## src/rtl/ax_branch_cycle_decider_pkg.sv

```systemverilog
// Shared types for the approximate-branch decider: channel state, datapath
// widths at their default sizes, and the PC-to-region-tag mapping.
package AxDeciderTypes;

  localparam int AX_FETCH_WIDTH = 2;
  localparam int AX_NUM_CH      = 4;
  localparam int AX_CNT_WIDTH   = 16;
  localparam int AX_TAG_WIDTH   = 12;
  localparam int AX_PC_WIDTH    = 32;

  typedef enum logic [1:0] {
    IDLE    = 2'd0,
    COUNT   = 2'd1,
    EXPIRED = 2'd2
  } AxChState;

  typedef logic [$clog2(AX_NUM_CH)-1:0] AxChIdPath;
  typedef logic [AX_CNT_WIDTH-1:0]      AxCntPath;
  typedef logic [AX_TAG_WIDTH-1:0]      AxTagPath;

  function automatic AxTagPath ToAxTag(input logic [AX_PC_WIDTH-1:0] pc);
    return AxTagPath'(pc >> 2);
  endfunction

endpackage

```

## src/rtl/ax_decider_channel.sv

```systemverilog
// One tracked approximate region: IDLE/COUNT/EXPIRED state, saturating
// budget counter, region tag and the per-lane tag compare for re-arming.
module ax_decider_channel
  import AxDeciderTypes::*;
#(
  parameter int FETCH_WIDTH = AX_FETCH_WIDTH,
  parameter int CNT_WIDTH   = AX_CNT_WIDTH,
  parameter int TAG_WIDTH   = AX_TAG_WIDTH
) (
  input  logic                             clk,
  input  logic                             rst,
  input  logic                             flush,
  input  logic                             stall,
  input  logic                             cfgMode,
  input  logic [CNT_WIDTH-1:0]             cfgBudget,
  input  logic                             alloc,
  input  logic [TAG_WIDTH-1:0]             allocTag,
  input  logic [FETCH_WIDTH-1:0]           laneBegin,
  input  logic [FETCH_WIDTH*TAG_WIDTH-1:0] laneTag,
  input  logic                             exitHit,
  input  logic [CNT_WIDTH-1:0]             takenCnt,
  output logic [FETCH_WIDTH-1:0]           laneMatch,
  output logic                             isActive,
  output logic                             isCount,
  output logic                             isExpired
);

  AxChState             state;
  logic [CNT_WIDTH-1:0] cnt;
  logic [TAG_WIDTH-1:0] tag;
  logic [CNT_WIDTH:0]   cntNext;
  logic                 rearm;
  logic                 reached;

  always_comb begin
    laneMatch = '0;
    for (int unsigned l = 0; l < FETCH_WIDTH; l++) begin
      laneMatch[l] = (state != IDLE) && laneBegin[l] &&
                     (laneTag[l*TAG_WIDTH +: TAG_WIDTH] == tag);
    end
  end

  // One extra bit so the increment can never wrap before the clamp.
  always_comb begin
    rearm   = |laneMatch;
    cntNext = {1'b0, cnt} + (cfgMode ? {1'b0, takenCnt} : (CNT_WIDTH+1)'(1));
    reached = cntNext >= {1'b0, cfgBudget};
  end

  always_ff @(posedge clk) begin
    if (rst || flush) begin
      state <= IDLE;
      cnt   <= '0;
      tag   <= '0;
    end else if (!stall) begin
      case (state)
        IDLE: begin
          if (alloc) begin
            state <= COUNT;
            cnt   <= '0;
            tag   <= allocTag;
          end
        end
        COUNT: begin
          if (rearm) begin
            cnt <= '0;
          end else if (reached) begin
            state <= EXPIRED;
            cnt   <= cfgBudget;
          end else begin
            cnt <= cntNext[CNT_WIDTH-1:0];
          end
        end
        EXPIRED: begin
          if (rearm) begin
            state <= COUNT;
            cnt   <= '0;
          end else if (exitHit) begin
            state <= IDLE;
            cnt   <= '0;
          end
        end
        default: state <= IDLE;
      endcase
    end
  end

  assign isActive  = (state != IDLE);
  assign isCount   = (state == COUNT);
  assign isExpired = (state == EXPIRED);

endmodule

```

## src/rtl/ax_branch_cycle_decider.sv

```systemverilog
// Multi-channel approximate-loop branch decider: allocates region channels on
// buffer begin hits and overrides per-lane taken decisions on AXBTB hits.
module ax_branch_cycle_decider
  import AxDeciderTypes::*;
#(
  parameter int FETCH_WIDTH = AX_FETCH_WIDTH,
  parameter int NUM_CH      = AX_NUM_CH,
  parameter int CNT_WIDTH   = AX_CNT_WIDTH,
  parameter int TAG_WIDTH   = AX_TAG_WIDTH,
  parameter int PC_WIDTH    = AX_PC_WIDTH,
  localparam int CH_W       = (NUM_CH > 1) ? $clog2(NUM_CH) : 1
) (
  input  logic                            clk,
  input  logic                            rst,
  input  logic                            flush,
  input  logic                            stall,
  input  logic                            cfgMode,
  input  logic [CNT_WIDTH-1:0]            cfgBudget,
  input  logic [FETCH_WIDTH-1:0]          laneValid,
  input  logic [FETCH_WIDTH*PC_WIDTH-1:0] lanePC,
  input  logic [FETCH_WIDTH-1:0]          bufferHit,
  input  logic [FETCH_WIDTH-1:0]          axHit,
  input  logic [FETCH_WIDTH*CH_W-1:0]     axChId,
  input  logic [FETCH_WIDTH-1:0]          brPredTaken,
  output logic [FETCH_WIDTH-1:0]          decidTaken,
  output logic                            allocValid,
  output logic [CH_W-1:0]                 allocChId,
  output logic                            allocFail,
  output logic [NUM_CH-1:0]               chActive
);

  logic [FETCH_WIDTH*TAG_WIDTH-1:0] laneTag;
  logic [FETCH_WIDTH-1:0]           laneBegin;
  logic [FETCH_WIDTH-1:0]           laneKnown;
  logic [CH_W-1:0]                  laneCh [FETCH_WIDTH];
  logic [FETCH_WIDTH-1:0]           chLaneMatch [NUM_CH];
  logic [CNT_WIDTH-1:0]             chTaken [NUM_CH];
  logic [NUM_CH-1:0]                chCount, chExpired, chExit, chAlloc;
  logic                             budgetOn;
  logic                             candFound, freeFound, doAlloc, doFail;
  logic [TAG_WIDTH-1:0]             candTag;
  logic [CH_W-1:0]                  freeId;
  logic                             unusedPcBits;

  assign budgetOn     = (cfgBudget != '0);
  assign unusedPcBits = ^lanePC;

  always_comb begin
    laneTag   = '0;
    laneBegin = '0;
    for (int unsigned l = 0; l < FETCH_WIDTH; l++) begin
      laneTag[l*TAG_WIDTH +: TAG_WIDTH] = lanePC[l*PC_WIDTH+2 +: TAG_WIDTH];
      laneBegin[l] = laneValid[l] & bufferHit[l];
      laneCh[l]    = axChId[l*CH_W +: CH_W];
    end
  end

  // Forced decisions come from registered channel state; forced-taken lanes
  // also feed the iteration-mode counter of their channel.
  always_comb begin
    decidTaken = brPredTaken;
    chExit     = '0;
    for (int unsigned c = 0; c < NUM_CH; c++) chTaken[c] = '0;
    for (int unsigned l = 0; l < FETCH_WIDTH; l++) begin
      if (laneValid[l] && axHit[l]) begin
        chExit[laneCh[l]] = 1'b1;
        if (budgetOn && chCount[laneCh[l]]) begin
          decidTaken[l]       = 1'b1;
          chTaken[laneCh[l]]  = chTaken[laneCh[l]] + CNT_WIDTH'(1);
        end else if (budgetOn && chExpired[laneCh[l]]) begin
          decidTaken[l] = 1'b0;
        end
      end
    end
  end

  always_comb begin
    laneKnown = '0;
    for (int unsigned c = 0; c < NUM_CH; c++) laneKnown = laneKnown | chLaneMatch[c];
    candFound = 1'b0;
    candTag   = '0;
    for (int unsigned l = 0; l < FETCH_WIDTH; l++) begin
      if (!candFound && laneBegin[l] && !laneKnown[l]) begin
        candFound = 1'b1;
        candTag   = laneTag[l*TAG_WIDTH +: TAG_WIDTH];
      end
    end
    freeFound = 1'b0;
    freeId    = '0;
    for (int unsigned c = 0; c < NUM_CH; c++) begin
      if (!freeFound && !chActive[c]) begin
        freeFound = 1'b1;
        freeId    = CH_W'(c);
      end
    end
    doAlloc = candFound && freeFound && !stall && budgetOn && !flush;
    doFail  = candFound && !freeFound && !stall && budgetOn && !flush;
    chAlloc = '0;
    for (int unsigned c = 0; c < NUM_CH; c++) chAlloc[c] = doAlloc && (freeId == CH_W'(c));
  end

  always_ff @(posedge clk) begin
    if (rst || flush) begin
      allocValid <= 1'b0;
      allocChId  <= '0;
      allocFail  <= 1'b0;
    end else begin
      allocValid <= doAlloc;
      allocFail  <= doFail;
      if (doAlloc) allocChId <= freeId;
    end
  end

  for (genvar c = 0; c < NUM_CH; c++) begin : gCh
    ax_decider_channel #(
      .FETCH_WIDTH(FETCH_WIDTH),
      .CNT_WIDTH  (CNT_WIDTH),
      .TAG_WIDTH  (TAG_WIDTH)
    ) uCh (
      .clk      (clk),
      .rst      (rst),
      .flush    (flush),
      .stall    (stall),
      .cfgMode  (cfgMode),
      .cfgBudget(cfgBudget),
      .alloc    (chAlloc[c]),
      .allocTag (candTag),
      .laneBegin(laneBegin),
      .laneTag  (laneTag),
      .exitHit  (chExit[c]),
      .takenCnt (chTaken[c]),
      .laneMatch(chLaneMatch[c]),
      .isActive (chActive[c]),
      .isCount  (chCount[c]),
      .isExpired(chExpired[c])
    );
  end

endmodule

```

## config.mk

```make
export PLATFORM = sky130hd
export DESIGN_NAME = ax_branch_cycle_decider
export DESIGN_NICKNAME = d
export VERILOG_FILES = /design/src/rtl/ax_branch_cycle_decider_pkg.sv /design/src/rtl/ax_decider_channel.sv /design/src/rtl/ax_branch_cycle_decider.sv
export SDC_FILE = /design/constraint.sdc
export NUM_CORES = 1
export LEC_CHECK = 0
export CAP_MARGIN = 20
export CORE_ASPECT_RATIO = 1.75
export CORE_MARGIN = 3
export CORE_UTILIZATION = 41
export DETAILED_ROUTE_END_ITERATION = 7
export GPL_ROUTABILITY_DRIVEN = 0
export MAX_ROUTING_LAYER = met4
export PLACE_DENSITY = 0.64
export SETUP_SLACK_MARGIN = 0.4
export SLEW_MARGIN = 5
export SYNTH_ARGS = -nofsm -noshare
export SYNTH_HDL_FRONTEND = slang
export SYNTH_SLANG_ARGS = --single-unit
```

## constraint.sdc

```tcl
create_clock -name clk -period 15.09 [get_ports clk]
set_input_delay 4.527 -clock clk [delete_from_list [all_inputs] [get_ports clk]]
set_output_delay 4.527 -clock clk [all_outputs]
set_load 0.01 [all_outputs]
```

==> impl_metrics.py <==
metrics = {
    "run_status": {
        "status": "finished, final reports clean",
    },
    "clock_tree": {
        "cts-root-buf": "clkbuf_16",
        "clk_pin_slew_worst_paths_ps": 60,
        "clk_latency_ps": 430,
        "cts_tree": "built",
        "cts_hold_buf": 0,
        "numCtsBuffers": 17,
        "cts.repair.resized": 0,
        "clock_sinks": 124,
        "cts.path.max_buffers": 2,
        "cts_setup_buffers": 0,
        "cts.htree.levels": 4,
    },
    "worst_setup_path": {
        "end_kind": "primary output",
        "crit_family": "simple AND/OR/NAND/NOR gates",
        "cpMaxStageDelayCell": "clkdlybuf4s50_1",
        "arrival_ps": 7040,
        "r2r_slack_ps": 8040,
        "worstPathMaxFanout": 7,
        "worst-path-buf-inv": 2,
        "critPathKind": "in2out",
        "cp_slowest_stage_delay_ps": 610,
        "rr_startpoint": "gCh[1].uCh.state[1]",
        "required_ps": 10560,
        "crit_path_cell_trace": "clkdlybuf4s50_1 -> nor4_1 -> and4_1 -> or3_1 -> nand2_1 -> clkdlybuf4s50_1",
        "regToRegEndpoint": "gCh[0].uCh.cnt[2]",
        "ff2ff_path_depth": 20,
        "startpoint_type": "input pin",
        "crit_top_cell": "clkdlybuf4s50_1",
        "crit_cells": 6,
    },
    "power_and_ir_drop": {
        "cellLeakagePower_nw": 4.44,
        "power.density_nw_per_um2": 72.2,
        "vdd_drop_max_mv": 0.0776,
    },
    "detailed_routing": {
        "drc": 0,
        "wl_um": 30800,
        "via_count": 9029,
        "via_per_inst": 5.98,
        "wl_per_cell_um": 20.4,
        "ant_nets": 0,
        "dr.first_iter.drc_count": 460,
        "drtPass1Iterations": 5,
    },
    "synthesis": {
        "synth_edf_count": 0,
        "synth_warnings": 0,
        "postSynthCellCount": 1177,
        "synth_nets": 1350,
        "syn_area_per_cell_um2": 8.55,
        "synthArstFlopShare_pct": 0,
        "ys_types": 75,
        "synth_top_cell_by_area": "dfxtp_1",
        "ys_ff_latch": 124,
        "yosysSeqAreaShare_pct": 24.7,
        "ys_top_cells_by_area": "dfxtp_1, xnor2_1, ha_1",
        "synth-main-ff-cell": "dfxtp_1",
        "netlist.area_leader.share_pct": 24.7,
        "netlist_area_um2": 10100,
    },
    "final_layout": {
        "antennaDiodeCount": 0,
        "regArea_um2": 2480,
        "fin_nets": 1363,
        "fin_util_pct": 47.1,
        "mostFrequentLayoutCell": "dfxtp_1",
        "drive_above_1_share_pct": 7.90,
        "final_cell_mix": "dfxtp_1, xnor2_1, nor2_1",
        "multiInputGateArea_um2": 7000,
        "final_cell_area_um2": 11300,
        "stdcell_count": 1510,
        "syn_to_final_growth_pct": 12.4,
        "fillers": 2424,
    },
    "timing": {
        "rsz0062_at_grt": "false",
        "setup_viol": 0,
        "tightest_slew_ps": 1060,
        "finalHoldViolations": 0,
        "max_slew_margin_pct": 29.3,
        "tns_ps": 0,
        "period_needed_ps": 11570,
        "max_freq_ghz": 0.0864,
        "drv_slew": 0,
        "fin_crit_sh_pct": 76.7,
        "worst_clock_skew_ps": 8.52,
    },
    "job": {
        "drv_cap": 0,
    },
    "floorplan": {
        "die_h_um": 213,
        "die_area_um2": 26500,
        "die_x_um": 124,
        "ioPinCount": 107,
        "rows": 75,
        "start_util_pct": 41.9,
        "core_area_um2": 24000,
    },
    "placed_design": {
        "placedInstanceArea_um2": 10800,
        "place_inst": 1479,
        "port_buffers": 66,
        "place_hpwl_um": 24000,
    },
    "hold_path": {
        "hold_path_class": "reg2reg",
        "hold_path_end": "gCh[0].uCh.cnt[15]",
        "holdPathStages": 2,
        "hp-start": "gCh[0].uCh.cnt[15]",
    },
    "global_routing": {
        "grt_max_degree": 30,
        "grt_use_total_pct": 23.9,
        "antenna_found_initial": 0,
        "grt_overflow_total": 0,
        "grt_pass1_wl_um": 48400,
        "grt_pass1_vias": 9018,
    },
}
[worst max-delay path by stage]
stage / to / startpoint / slack, ps
finish: decidTaken[1] / cfgBudget[7] / 3520
global route: gCh[0].uCh.cnt[7] / axChId[1] / 3350
floorplan: decidTaken[0] / axChId[1] / 4700
detailed placement: gCh[0].uCh.cnt[2] / axChId[1] / 3500
CTS: decidTaken[1] / cfgBudget[7] / 3570
global placement: gCh[0].uCh.cnt[2] / axChId[1] / 3530
[final cells by class]
| cell class | count | area share, % |
|---|---|---|
| clock buffer | 23 | 4.14 |
| clock inverter | 8 | 0.608 |
| inverter | 49 | 1.63 |
| multi-input combinational | 924 | 61.9 |
| sequential | 124 | 21.9 |
| tap | 308 | 3.41 |
| timing repair buffer | 74 | 6.37 |
[power by group]
group,internal [mW],leakage [nW],total [mW],switching [mW]
Clock,0.232,0.270,0.385,0.153
Sequential,0.328,0.999,0.329,0.00105
Combinational,0.0390,3.18,0.103,0.0637
Total,0.600,4.44,0.817,0.217
[cell usage after synthesis (17+ instances only)]
cell	n
dfxtp_1	124
nor3_1	28
mux2i_1	30
buf_2	35
o21ai_0	42
nand2_1	75
clkbuf_1	29
nor2_1	80
o2bb2ai_1	64
a21oi_1	65
xor2_1	45
ha_1	72
nand3_1	44
inv_1	49
nand4_1	18
xnor2_1	109
nand2b_1	17
[flip-flops by register name (all words and copies together) (netlist names)]
| register | flops |
|---|---|
| allocChId | 2 |
| allocFail | 1 |
| allocValid | 1 |
| gCh.uCh.cnt | 64 |
| gCh.uCh.state | 8 |
| gCh.uCh.tag | 48 |
[routing by layer]
metal | GRT usage, % | vias to the layer above | part of all wire (%)
met4 | 16.2 | 0 | 7.1
met3 | 4.01 | 127 | 4.3
met2 | 43.0 | 290 | 52
met5 | - | - | 0
li1 | - | 4334 | -
met1 | 23.6 | 4278 | 37
[cell families (layout without fill, tap and decap cells)]
family	after synthesis	in the layout	synth area share [%]
XOR/XNOR	154	154	13.4
AO/OA/AOI/OAI	300	300	23.1
AND/OR/NAND/NOR	362	362	19.7
flip-flops	124	124	24.7
buffers and inverters	129	154	5.92
multiplexers	32	32	3.43
adder cells (fa/ha/maj)	76	76	9.75
[worst register-to-register path, stage by stage (launching register included)]
cell and delay, ps:
dfxtp_1 440, nand2b_1 320, mux4_2 490, or3_1 430, nor4_1 400, nor3b_1 480, fa_1 380, nand2_1 120
nor4_1 600, and3_1 290, xor2_1 220, ha_1 290, a21o_1 160, a21oi_1 120, o21ai_0 90, and3_1 180
or4_1 850, buf_4 340, nor2_1 460, a21oi_1 140, o22ai_1 170
[stage by stage]
stage	hold WS (ps)	setup WS, ps	power, mW
global placement	443	3530	0.438
CTS	468	3570	0.827
global route	493	3350	0.845
floorplan	425	4700	0.399
detailed placement	455	3500	0.438
finish	464	3520	0.817
No activity file was read; power rests on OpenSTA's default activity.
